`config.mk`:
```
export PLATFORM = sky130hd
export DESIGN_NAME = uart_cmd_parser
export DESIGN_NICKNAME = d
export VERILOG_FILES = /design/src/rtl/vert_cpld_pkg.sv /design/src/rtl/axis_cmd_slot.sv /design/src/rtl/uart_cmd_parser.sv
export SDC_FILE = /design/constraint.sdc
export NUM_CORES = 1
export LEC_CHECK = 0
export CAP_MARGIN = 0
export CORE_MARGIN = 10
export CORE_UTILIZATION = 30
export CTS_BUF_LIST = sky130_fd_sc_hd__clkbuf_16
export CTS_CLUSTER_DIAMETER = 150
export DETAILED_ROUTE_END_ITERATION = 8
export DONT_BUFFER_PORTS = 1
export GPL_TIMING_DRIVEN = 0
export HOLD_SLACK_MARGIN = 0.08
export SKIP_LAST_GASP = 1
export SYNTH_ARGS = -nofsm -noshare
export SYNTH_HDL_FRONTEND = slang
export SYNTH_SLANG_ARGS = --single-unit
```
`constraint.sdc`:
```
create_clock -name CLK_SE_AR -period 34.6 [get_ports CLK_SE_AR]
set_clock_uncertainty 0.15 [all_clocks]
set_input_delay 3.46 -clock CLK_SE_AR [delete_from_list [all_inputs] [get_ports CLK_SE_AR]]
set_output_delay 3.46 -clock CLK_SE_AR [all_outputs]
set_load 0.005 [all_outputs]
```
`src/rtl/vert_cpld_pkg.sv`:
```
// Shared constants and types for the UART command path feeding the per-axis step generators.
package vert_cpld_pkg;

  localparam int unsigned NUM_AXES            = 10;
  localparam int unsigned DIV_W               = 15;
  localparam int unsigned STEP_W              = 13;
  localparam int unsigned FRAME_BYTES         = 5;
  localparam int unsigned PAYLOAD_BYTES       = FRAME_BYTES - 1;
  localparam int unsigned AXIS_W              = 4;
  localparam int unsigned DROP_W              = 8;
  localparam int unsigned DIV_LSB             = 4;
  localparam int unsigned STEP_LSB            = 19;
  localparam int unsigned DEF_TIMEOUT_CYCLES  = 24000;

  typedef enum logic {
    IDLE    = 1'b0,
    PAYLOAD = 1'b1
  } parserState_e;

  // Decoded command word W[31:4]; steps occupy the upper field.
  typedef struct packed {
    logic [STEP_W-1:0] steps;
    logic [DIV_W-1:0]  divider;
  } axisCmd_t;

endpackage

```
`src/rtl/axis_cmd_slot.sv`:
```
// One axis's command registers: divider, step count and pending flag, released by the motor's
// activeMode rising edge.
module axis_cmd_slot
  import vert_cpld_pkg::*;
(
  input  logic              CLK_SE_AR,
  input  logic              rst,
  input  logic              wr_en,
  input  logic [DIV_W-1:0]  wr_div,
  input  logic [STEP_W-1:0] wr_steps,
  input  logic              axis_active,
  output logic [DIV_W-1:0]  divider,
  output logic [STEP_W-1:0] steps,
  output logic              pending,
  output logic              eff_pending_c
);

  logic activeQ;
  logic actRise;

  assign actRise       = axis_active & ~activeQ;
  assign eff_pending_c = pending & ~actRise;

  // A write in the same cycle as a release wins, so the new command stays pending.
  always_ff @(posedge CLK_SE_AR or posedge rst) begin
    if (rst) begin
      activeQ <= 1'b0;
      divider <= '0;
      steps   <= '0;
      pending <= 1'b0;
    end else begin
      activeQ <= axis_active;
      if (wr_en) begin
        divider <= wr_div;
        steps   <= wr_steps;
        pending <= 1'b1;
      end else if (actRise) begin
        steps   <= '0;
        pending <= 1'b0;
      end
    end
  end

endmodule

```
`src/rtl/uart_cmd_parser.sv`:
```
// Assembles 5-byte UART frames (header + little-endian 32-bit word) into per-axis divider and
// step-count commands, with frame timeout, bad-index reporting and busy-drop counting.
module uart_cmd_parser
  import vert_cpld_pkg::*;
#(
  parameter int unsigned TIMEOUT_CYCLES = DEF_TIMEOUT_CYCLES
) (
  input  logic                       CLK_SE_AR,
  input  logic                       rst,
  input  logic                       rx_valid,
  input  logic [7:0]                 rx_data,
  input  logic [NUM_AXES-1:0]        axis_active,
  output logic [NUM_AXES*DIV_W-1:0]  divider,
  output logic [NUM_AXES*STEP_W-1:0] steps_to_go,
  output logic [NUM_AXES-1:0]        pending,
  output logic [NUM_AXES-1:0]        load_strb,
  output logic                       frame_err,
  output logic [DROP_W-1:0]          drop_cnt
);

  localparam int unsigned TO_W   = $clog2(TIMEOUT_CYCLES);
  localparam int unsigned CNT_W  = $clog2(PAYLOAD_BYTES);
  localparam int unsigned KEEP_W = DIV_W + STEP_W - 8;

  parserState_e              state;
  parserState_e              stateNext;
  logic                      rxValidQ;
  logic                      byteEv;
  logic [AXIS_W-1:0]         axisQ;
  logic [CNT_W-1:0]          cnt;
  logic [KEEP_W-1:0]         wReg;
  logic [TO_W-1:0]           toCnt;
  logic                      toHit;
  logic                      lastByte;
  logic                      commit;
  logic                      timeoutAbort;
  logic                      axisBad;
  logic                      busyHit;
  logic [NUM_AXES-1:0]       wrEn;
  logic [NUM_AXES-1:0]       effPending;
  axisCmd_t                  cmdNew;

  assign byteEv   = rx_valid & ~rxValidQ;
  assign toHit    = (toCnt == TO_W'(TIMEOUT_CYCLES - 1));
  assign lastByte = (cnt == CNT_W'(PAYLOAD_BYTES - 1));
  // Only W[31:4] is kept: W[3:0] shifts out of wReg before the final byte arrives.
  assign cmdNew   = axisCmd_t'({rx_data, wReg});
  assign axisBad  = ({1'b0, axisQ} >= (AXIS_W + 1)'(NUM_AXES));

  always_ff @(posedge CLK_SE_AR or posedge rst) begin
    if (rst) state <= IDLE;
    else     state <= stateNext;
  end

  always_comb begin
    stateNext = state;
    case (state)
      IDLE: begin
        if (byteEv) stateNext = PAYLOAD;
      end
      PAYLOAD: begin
        if (byteEv) begin
          if (lastByte) stateNext = IDLE;
        end else if (toHit) begin
          stateNext = IDLE;
        end
      end
      default: stateNext = IDLE;
    endcase
  end

  always_comb begin
    commit       = 1'b0;
    timeoutAbort = 1'b0;
    case (state)
      PAYLOAD: begin
        commit       = byteEv & lastByte;
        timeoutAbort = ~byteEv & toHit;
      end
      default: ;
    endcase
  end

  // Edge register, header latch, payload shift and frame timeout counter.
  always_ff @(posedge CLK_SE_AR or posedge rst) begin
    if (rst) begin
      rxValidQ <= 1'b0;
      axisQ    <= '0;
      cnt      <= '0;
      wReg     <= '0;
      toCnt    <= '0;
    end else begin
      rxValidQ <= rx_valid;
      if (state == IDLE) begin
        toCnt <= '0;
        if (byteEv) begin
          axisQ <= rx_data[AXIS_W-1:0];
          cnt   <= '0;
        end
      end else if (byteEv) begin
        wReg  <= {rx_data, wReg[KEEP_W-1:8]};
        cnt   <= cnt + CNT_W'(1);
        toCnt <= '0;
      end else if (!toHit) begin
        toCnt <= toCnt + TO_W'(1);
      end
    end
  end

  always_comb begin
    busyHit = 1'b0;
    wrEn    = '0;
    for (int i = 0; i < NUM_AXES; i++) begin
      if (axisQ == AXIS_W'(i)) begin
        busyHit = effPending[i];
        wrEn[i] = commit & ~effPending[i];
      end
    end
  end

  always_ff @(posedge CLK_SE_AR or posedge rst) begin
    if (rst) begin
      load_strb <= '0;
      frame_err <= 1'b0;
      drop_cnt  <= '0;
    end else begin
      load_strb <= wrEn;
      frame_err <= (commit & axisBad) | timeoutAbort;
      if (commit && !axisBad && busyHit && drop_cnt != '1)
        drop_cnt <= drop_cnt + DROP_W'(1);
    end
  end

  for (genvar i = 0; i < NUM_AXES; i++) begin : gSlot
    axis_cmd_slot uSlot (
      .CLK_SE_AR     (CLK_SE_AR),
      .rst           (rst),
      .wr_en         (wrEn[i]),
      .wr_div        (cmdNew.divider),
      .wr_steps      (cmdNew.steps),
      .axis_active   (axis_active[i]),
      .divider       (divider[i*DIV_W +: DIV_W]),
      .steps         (steps_to_go[i*STEP_W +: STEP_W]),
      .pending       (pending[i]),
      .eff_pending_c (effPending[i])
    );
  end

endmodule
```
==> results of run 1 <==
[kinds of logic (layout without fill, tap and decap cells)]
kind of cell,Yosys count,count (layout)
AND/OR/NAND/NOR,899,899
buffers and inverters,126,203
adder cells (fa/ha/maj),3,3
multiplexers,35,35
AO/OA/AOI/OAI,54,54
XOR/XNOR,15,15
flip-flops,362,362
[layout make-up]
cell class	instances	share of cell area (%)
Tap cell	607	4.64
Multi-Input combinational cell	1006	27.8
Timing Repair Buffer	3	0.505
Inverter	12	0.321
Clock buffer	42	6.43
Clock inverter	32	1.55
Sequential cell	362	55.4
Buffer	114	3.36
[how the worst min path moves through the flow]
stage / start / slack, ns / cells after the start / to
2_1_floorplan: cnt[1]$_DFFE_PP0P_ / 0.30 / 2 / cnt[1]$_DFFE_PP0P_
3_3_place_gp: cnt[1]$_DFFE_PP0P_ / 0.32 / 2 / cnt[1]$_DFFE_PP0P_
3_5_place_dp: cnt[1]$_DFFE_PP0P_ / 0.34 / 2 / cnt[1]$_DFFE_PP0P_
4_1_cts: cnt[1]$_DFFE_PP0P_ / 0.35 / 2 / cnt[1]$_DFFE_PP0P_
5_1_grt: wReg[4]$_DFFE_PP0P_ / 0.38 / 1 / gSlot[3].uSlot.divider[4]$_DFFE_PP0P_
6_report: wReg[5]$_DFFE_PP0P_ / 0.35 / 1 / gSlot[3].uSlot.divider[5]$_DFFE_PP0P_
[where the power goes]
group | total [mW] | switching (mW) | internal [mW] | leakage (nW)
sequential | 0.524 | 0.0503 | 0.473 | 4.97
clock | 0.427 | 0.183 | 0.244 | 0.664
combinational | 0.145 | 0.107 | 0.0387 | 3.10
[cell usage in the layout, fill, tap and decap left out, types with 2 or more instances in the layout]
master      instances
a21oi_1             6
clkbuf_1           55
nor2_1             13
nor3b_1             3
nor2b_1             3
ha_1                3
clkinv_1            7
clkinv_4            3
inv_1              17
and4_1              2
nor3_1              5
nor4_1              2
xnor2_1             5
buf_1               3
nand2_1           715
buf_4              18
a31oi_1             2
nand4_1             4
a311oi_1            2
clkbuf_16          42
nor3_2              2
or3_1               2
clkinv_2            7
dfrtp_1           362
clkinvlp_4          2
bufinv_16           3
nand3b_1            4
o21ai_0            36
nand2b_1           14
mux2_2             34
buf_2              37
nand3_1           123
and3_1              2
xor2_1             10
inv_6               2
buf_16              3
[worst max-delay path, delay by kind of cell]
family        cells  cell delay [ns]
buf+inv           2             0.55
mux               1             0.37
simple gates      3             0.93
[through the flow]
step                      hold WS [ns]  instances  cell area, um2
after floorplan                  0.304       1494           14200
after global placement           0.321       2101           15000
after detailed placement         0.339       2104           15000
after CTS                        0.353       2178           16400
after global routing             0.381       2178           16400
final                            0.353       2178           16400
[per-layer routing]
layer / up-vias / track usage, % / wire, um
met5: - / 0 / 0
met2: 436 / 28.1 / 23900
li1: 4807 / - / -
met4: 0 / 6.37 / 1660
met3: 93 / 6.38 / 5250
met1: 5332 / 20.6 / 19300
[state kept, by name, indices dropped and copies added, names as in the netlist, 8 cells and up]
name / cells
drop_cnt: 8
gSlot.uSlot.activeQ: 10
gSlot.uSlot.divider: 150
gSlot.uSlot.pending: 10
gSlot.uSlot.steps: 130
load_strb: 10
toCnt: 15
wReg: 20
==> flow_metrics.env, run 1 <==
export IMPL_vias_per_cell=4.90
export IMPL_synthFlopType="dfrtp_1"
export IMPL_grt_first_pass_wirelength_mm=72.3
export IMPL_yosys_area_top_type="dfrtp_1"
export IMPL_cts_max_level=2
export IMPL_vias=10700
export IMPL_cts_tree="done"
export IMPL_n_antenna_cell=0
export IMPL_wl_per_cell_um=23.0
export IMPL_required_ns=34.90
export IMPL_postCtsResizedCells=0
export IMPL_fin_total_pwr_mw=1.10
export IMPL_cts_hold_buffers=0
export IMPL_pre_cts_ws_ns=28.97
export IMPL_dpl_hpwl_mm=35.8
export IMPL_setup_viol=0
export IMPL_multi_input_area_mm2=0.00454
export IMPL_syn_avg_cell_area_um2=9.50
export IMPL_first_iter_violations=828
export IMPL_syn_nets=1518
export IMPL_drc=0
export IMPL_min_period_ns=5.02
export IMPL_ys_top_cells_by_count="715 x nand2_1, 362 x dfrtp_1, 123 x nand3_1, 55 x clkbuf_1, 37 x buf_2"
export IMPL_setup_tns_final_ns=0
export IMPL_die_area_mm2=0.0564
export IMPL_layout_setup_ws_ns=29.58
export IMPL_syn_to_final_growth_pct=15.2
export IMPL_tightest_slew_ns=1.24
export IMPL_rsz0062_at_grt="no"
export IMPL_synth_area_leaders="dfrtp_1 64%, nand2_1 19%, nand3_1 4.3%, mux2_2 2.7%, clkbuf_1 1.5%"
export IMPL_initial_core_util_pct=30.4
export IMPL_status="complete, no violations"
export IMPL_worstPathCellList="and3b_1 > buf_4 > nand4_1 > nor2_1 > buf_2 > mux2_2"
export IMPL_r2r_slack_ns=31.97
export IMPL_die_y_um=238
export IMPL_finalCritPeriodShare_pct=14.5
export IMPL_cpPeakStageDelay_ns=0.61
export IMPL_crit_type="input port to flip-flop"
export IMPL_gp_congestion=0.808
export IMPL_synth_seq_cells=362
export IMPL_reg2reg_from="axisQ[3]$_DFFE_PP0P_"
export IMPL_synth_top_family_by_area="simple AND/OR/NAND/NOR gates"
export IMPL_synth_xor_area_share_pct=0.925
export IMPL_drv_slew=0
export IMPL_synth_compound_area_share_pct=2.19
export IMPL_dr_pass1_iters=5
export IMPL_cp_max_fo=10
export IMPL_synth_mux_area_fraction_pct=2.77
export IMPL_cts_root_buf="clkbuf_16"
export IMPL_seq_area_mm2=0.00906
export IMPL_antenna_found_initial=0
export IMPL_clock_sinks=362
export IMPL_post_route_util_pct=35.0
export IMPL_port_buffers=0
export IMPL_ys_seq_area_share_pct=63.8
export IMPL_ant_nets=0
export IMPL_startpoint="rx_valid"
export IMPL_nets=1565
export IMPL_synthAdderAreaFrac_pct=0.264
export IMPL_synthSimpleGateAreaFrac_pct=25.9
export IMPL_r2r_cells=5
export IMPL_grt_usage_pct=17.3
export IMPL_p_leak_nw=8.74
export IMPL_layout_drive_gt1_share_pct=10.2
export IMPL_grt_max_degree=132
export IMPL_ir_worst_vdd_v=0.0000302
export IMPL_async_reset_ff_share_pct=100
export IMPL_fmax_mhz=199
export IMPL_cap_viol_max_count=0
export IMPL_synth_cells=1494
export IMPL_synth_most_common_cell="nand2_1"
export IMPL_powerDensity_mw_per_mm2=67.0
export IMPL_finalHoldViolCount=0
export IMPL_finalWirelength_mm=50.1
export IMPL_fp_coreArea_mm2=0.0467
export IMPL_clk_pin_slew_worst_paths_ns=0.06
export IMPL_grt_overflow=0
export IMPL_die_w_um=238
export IMPL_start_kind="input port"
export IMPL_worst_path_max_delay_cell="nor2_1"
export IMPL_rows=79
export IMPL_worst_setup_path_end_kind="flip-flop"
export IMPL_endpoint="gSlot[3].uSlot.divider[9]$_DFFE_PP0P_"
export IMPL_ctsLongestPathBuffers=3
export IMPL_synth_edf_count=0
export IMPL_worst_r2r_endpoint="gSlot[3].uSlot.divider[8]$_DFFE_PP0P_"
export IMPL_cts_setup_buffers=0
export IMPL_io_pins=330
export IMPL_ys_types=44
export IMPL_crit_arrival_ns=5.32
export IMPL_hold_path_class="flip-flop to flip-flop"
export IMPL_cts_made_buffers=42
export IMPL_clk_latency_ns=0.57
export IMPL_grt_pass1_vias=10400
export IMPL_yosys_area_top_type_share_pct=63.8
export IMPL_num_fill_cells=4682
export IMPL_relSlewSlack_pct=17.1
export IMPL_ys_warn_count=0
export IMPL_syn_cell_area_mm2=0.0142
No activity file was read; power rests on OpenSTA's default activity.
==> inputs of run 2 (changes only) <==
==> constraint.sdc (replaced) <==
create_clock -name CLK_SE_AR -period 5.2 [get_ports CLK_SE_AR]
set_clock_uncertainty 0.15 [all_clocks]
set_input_delay 0.52 -clock CLK_SE_AR [delete_from_list [all_inputs] [get_ports CLK_SE_AR]]
set_output_delay 0.52 -clock CLK_SE_AR [all_outputs]
set_load 0.005 [all_outputs]
==> run 2 against run 1 <==
Largest power group unchanged. Non-clock buffer count is 27 higher. Via count about the same. Routed wire length up 0.64%. Sequential share of layout area down 1.2 points. Clock power increased to 6.8 times the previous value. Critical endpoint is now gSlot[3].uSlot.divider[12]$_DFFE_PP0P_. Core utilization rose by 0.78 points. Final cell count increased by 1.4%. Total power grew to 6.7 times the previous value. Die area unchanged. Flip-flop and latch count stayed put. Worst hold slack worse by 0.23 ns.
==> flow_metrics.env, run 2 (synthesized netlist as in run 1, its figures left out) <==
export IMPL_fin_cells=2208
export IMPL_die_y_um=238
export IMPL_p_leak_nw=8.87
export IMPL_finalCritPeriodShare_pct=50.5
export IMPL_drc=0
export IMPL_dpl_hpwl_mm=36.4
export IMPL_drv_slew=0
export IMPL_cp_max_fo=10
export IMPL_grt_overflow=0
export IMPL_cap_viol_max_count=0
export IMPL_status="complete, no violations"
export IMPL_fin_total_pwr_mw=7.37
export IMPL_final_cell_area_mm2=0.0167
export IMPL_gp_congestion=0.824
export IMPL_wl_per_cell_um=22.8
export IMPL_dr_pass1_iters=5
export IMPL_hold_path_class="input port to flip-flop"
export IMPL_cts_max_level=2
export IMPL_die_area_mm2=0.0564
export IMPL_dpl_instance_area_mm2=0.0152
export IMPL_grt_pass1_vias=10800
export IMPL_n_antenna_cell=0
export IMPL_clock_sinks=362
export IMPL_crit_type="flip-flop to flip-flop"
export IMPL_required_ns=5.50
export IMPL_pre_cts_ws_ns=2.53
export IMPL_finalHoldViolCount=0
export IMPL_num_fill_cells=4676
export IMPL_final_common_cell="nand2_1"
export IMPL_fmax_mhz=381
export IMPL_initial_core_util_pct=30.4
export IMPL_syn_to_final_growth_pct=17.7
export IMPL_tightest_slew_ns=1.27
export IMPL_cts_root_buf="clkbuf_16"
export IMPL_finalWirelength_mm=50.4
export IMPL_setup_viol=0
export IMPL_clk_latency_ns=0.57
export IMPL_ir_worst_vdd_v=0.000236
export IMPL_cts_made_buffers=42
export IMPL_fp_coreArea_mm2=0.0467
export IMPL_vias_per_cell=4.83
export IMPL_powerDensity_mw_per_mm2=441
export IMPL_grt_first_pass_wirelength_mm=74.4
export IMPL_largest_register_ffs=150
export IMPL_io_pins=330
export IMPL_start_kind="flip-flop"
export IMPL_layout_drive_gt1_share_pct=10.7
export IMPL_layout_setup_ws_ns=2.58
export IMPL_setup_tns_final_ns=0
export IMPL_crit_arrival_ns=2.92
export IMPL_relSlewSlack_pct=15.4
export IMPL_antenna_found_initial=2
export IMPL_nets=1592
export IMPL_rsz0062_at_grt="no"
export IMPL_cts_tree="done"
export IMPL_grt_max_degree=46
export IMPL_cts_hold_buffers=20
export IMPL_worst_setup_path_end_kind="flip-flop"
export IMPL_first_iter_violations=955
export IMPL_vias=10700
export IMPL_grt_usage_pct=17.7
export IMPL_ant_nets=0
export IMPL_port_buffers=0
export IMPL_regMostFlops="gSlot.uSlot.divider"
export IMPL_cts_setup_buffers=0
export IMPL_dp_cells=2111
export IMPL_min_period_ns=2.62
export IMPL_layout_common_cells="715 x nand2_1, 362 x dfrtp_1, 123 x nand3_1"
export IMPL_clk_pin_slew_worst_paths_ns=0.06
export IMPL_postCtsResizedCells=0
export IMPL_reg_top3="gSlot.uSlot.divider: 150 flops, gSlot.uSlot.steps: 130 flops, wReg: 20 flops"
export IMPL_ctsLongestPathBuffers=3
export IMPL_rows=79
export IMPL_die_w_um=238
## run 2: changes by cell type in the layout (fill, tap and decap cells not counted), sizes merged
cell | previous run | this run
bufinv | 3 | 4
buf | 62 | 69
clkinvlp | 2 | 6
clkinv | 18 | 17
inv | 21 | 20
dlygate4sd3 | 0 | 20
## run 2: power breakdown
group	total, mW	switching [mW]	internal [mW]	leakage (nW)
sequential	3.48	0.328	3.15	4.97
clock	2.91	1.22	1.68	0.668
combinational	0.987	0.710	0.277	3.23
## run 2: through the flow
| stage | util, % | hold slack, ns |
|---|---|---|
| 2_1_floorplan | - | 0.304 |
| 3_3_place_gp | 32.1 | 0.321 |
| 3_5_place_dp | 32.5 | 0.338 |
| 4_1_cts | 35.8 | 0.0865 |
| 5_1_grt | 35.8 | 0.131 |
| 6_report | 35.8 | 0.122 |
## run 2: final timing paths
path	cells after the start	slack (ns)	from	end
worst max-delay path	5	2.58	axisQ[2]$_DFFE_PP0P_	gSlot[3].uSlot.divider[12]$_DFFE_PP0P_
worst min-delay path	3	0.12	axis_active[8]	gSlot[8].uSlot.steps[11]$_DFFE_PP0P_
worst max register to register	5	2.58	axisQ[2]$_DFFE_PP0P_	gSlot[3].uSlot.divider[12]$_DFFE_PP0P_
worst min register to register	2	0.35	cnt[1]$_DFFE_PP0P_	cnt[1]$_DFFE_PP0P_
max in group asynchronous	6	2.97	rst	gSlot[4].uSlot.divider[9]$_DFFE_PP0P_
min in group asynchronous	2	0.49	rst	gSlot[6].uSlot.divider[7]$_DFFE_PP0P_
## run 2: worst max-delay path: stages (launching register included)
cell	delay (ns)
dfrtp_1	0.46
nor2_1	0.29
nand4_1	0.23
nor2_1	0.59
buf_2	0.41
mux2_2	0.37
## run 2: cell type report
| type | count | area (um2) | area share [%] |
|---|---|---|---|
| Multi-Input combinational cell | 1006 | 4540 | 27.2 |
| Clock buffer | 42 | 1050 | 6.29 |
| Tap cell | 607 | 759 | 4.54 |
| Clock inverter | 35 | 300 | 1.80 |
| Timing Repair Buffer | 30 | 400 | 2.40 |
| Buffer | 114 | 549 | 3.29 |
| Sequential cell | 362 | 9060 | 54.2 |
| Inverter | 12 | 48.8 | 0.292 |
## run 2: routing by layer
layer / part of all wire, % / global-route usage (%)
met1: 39 / 20.9
met4: 4.2 / 8.14
met5: 0 / 0
met2: 47 / 28.4
met3: 10 / 6.53
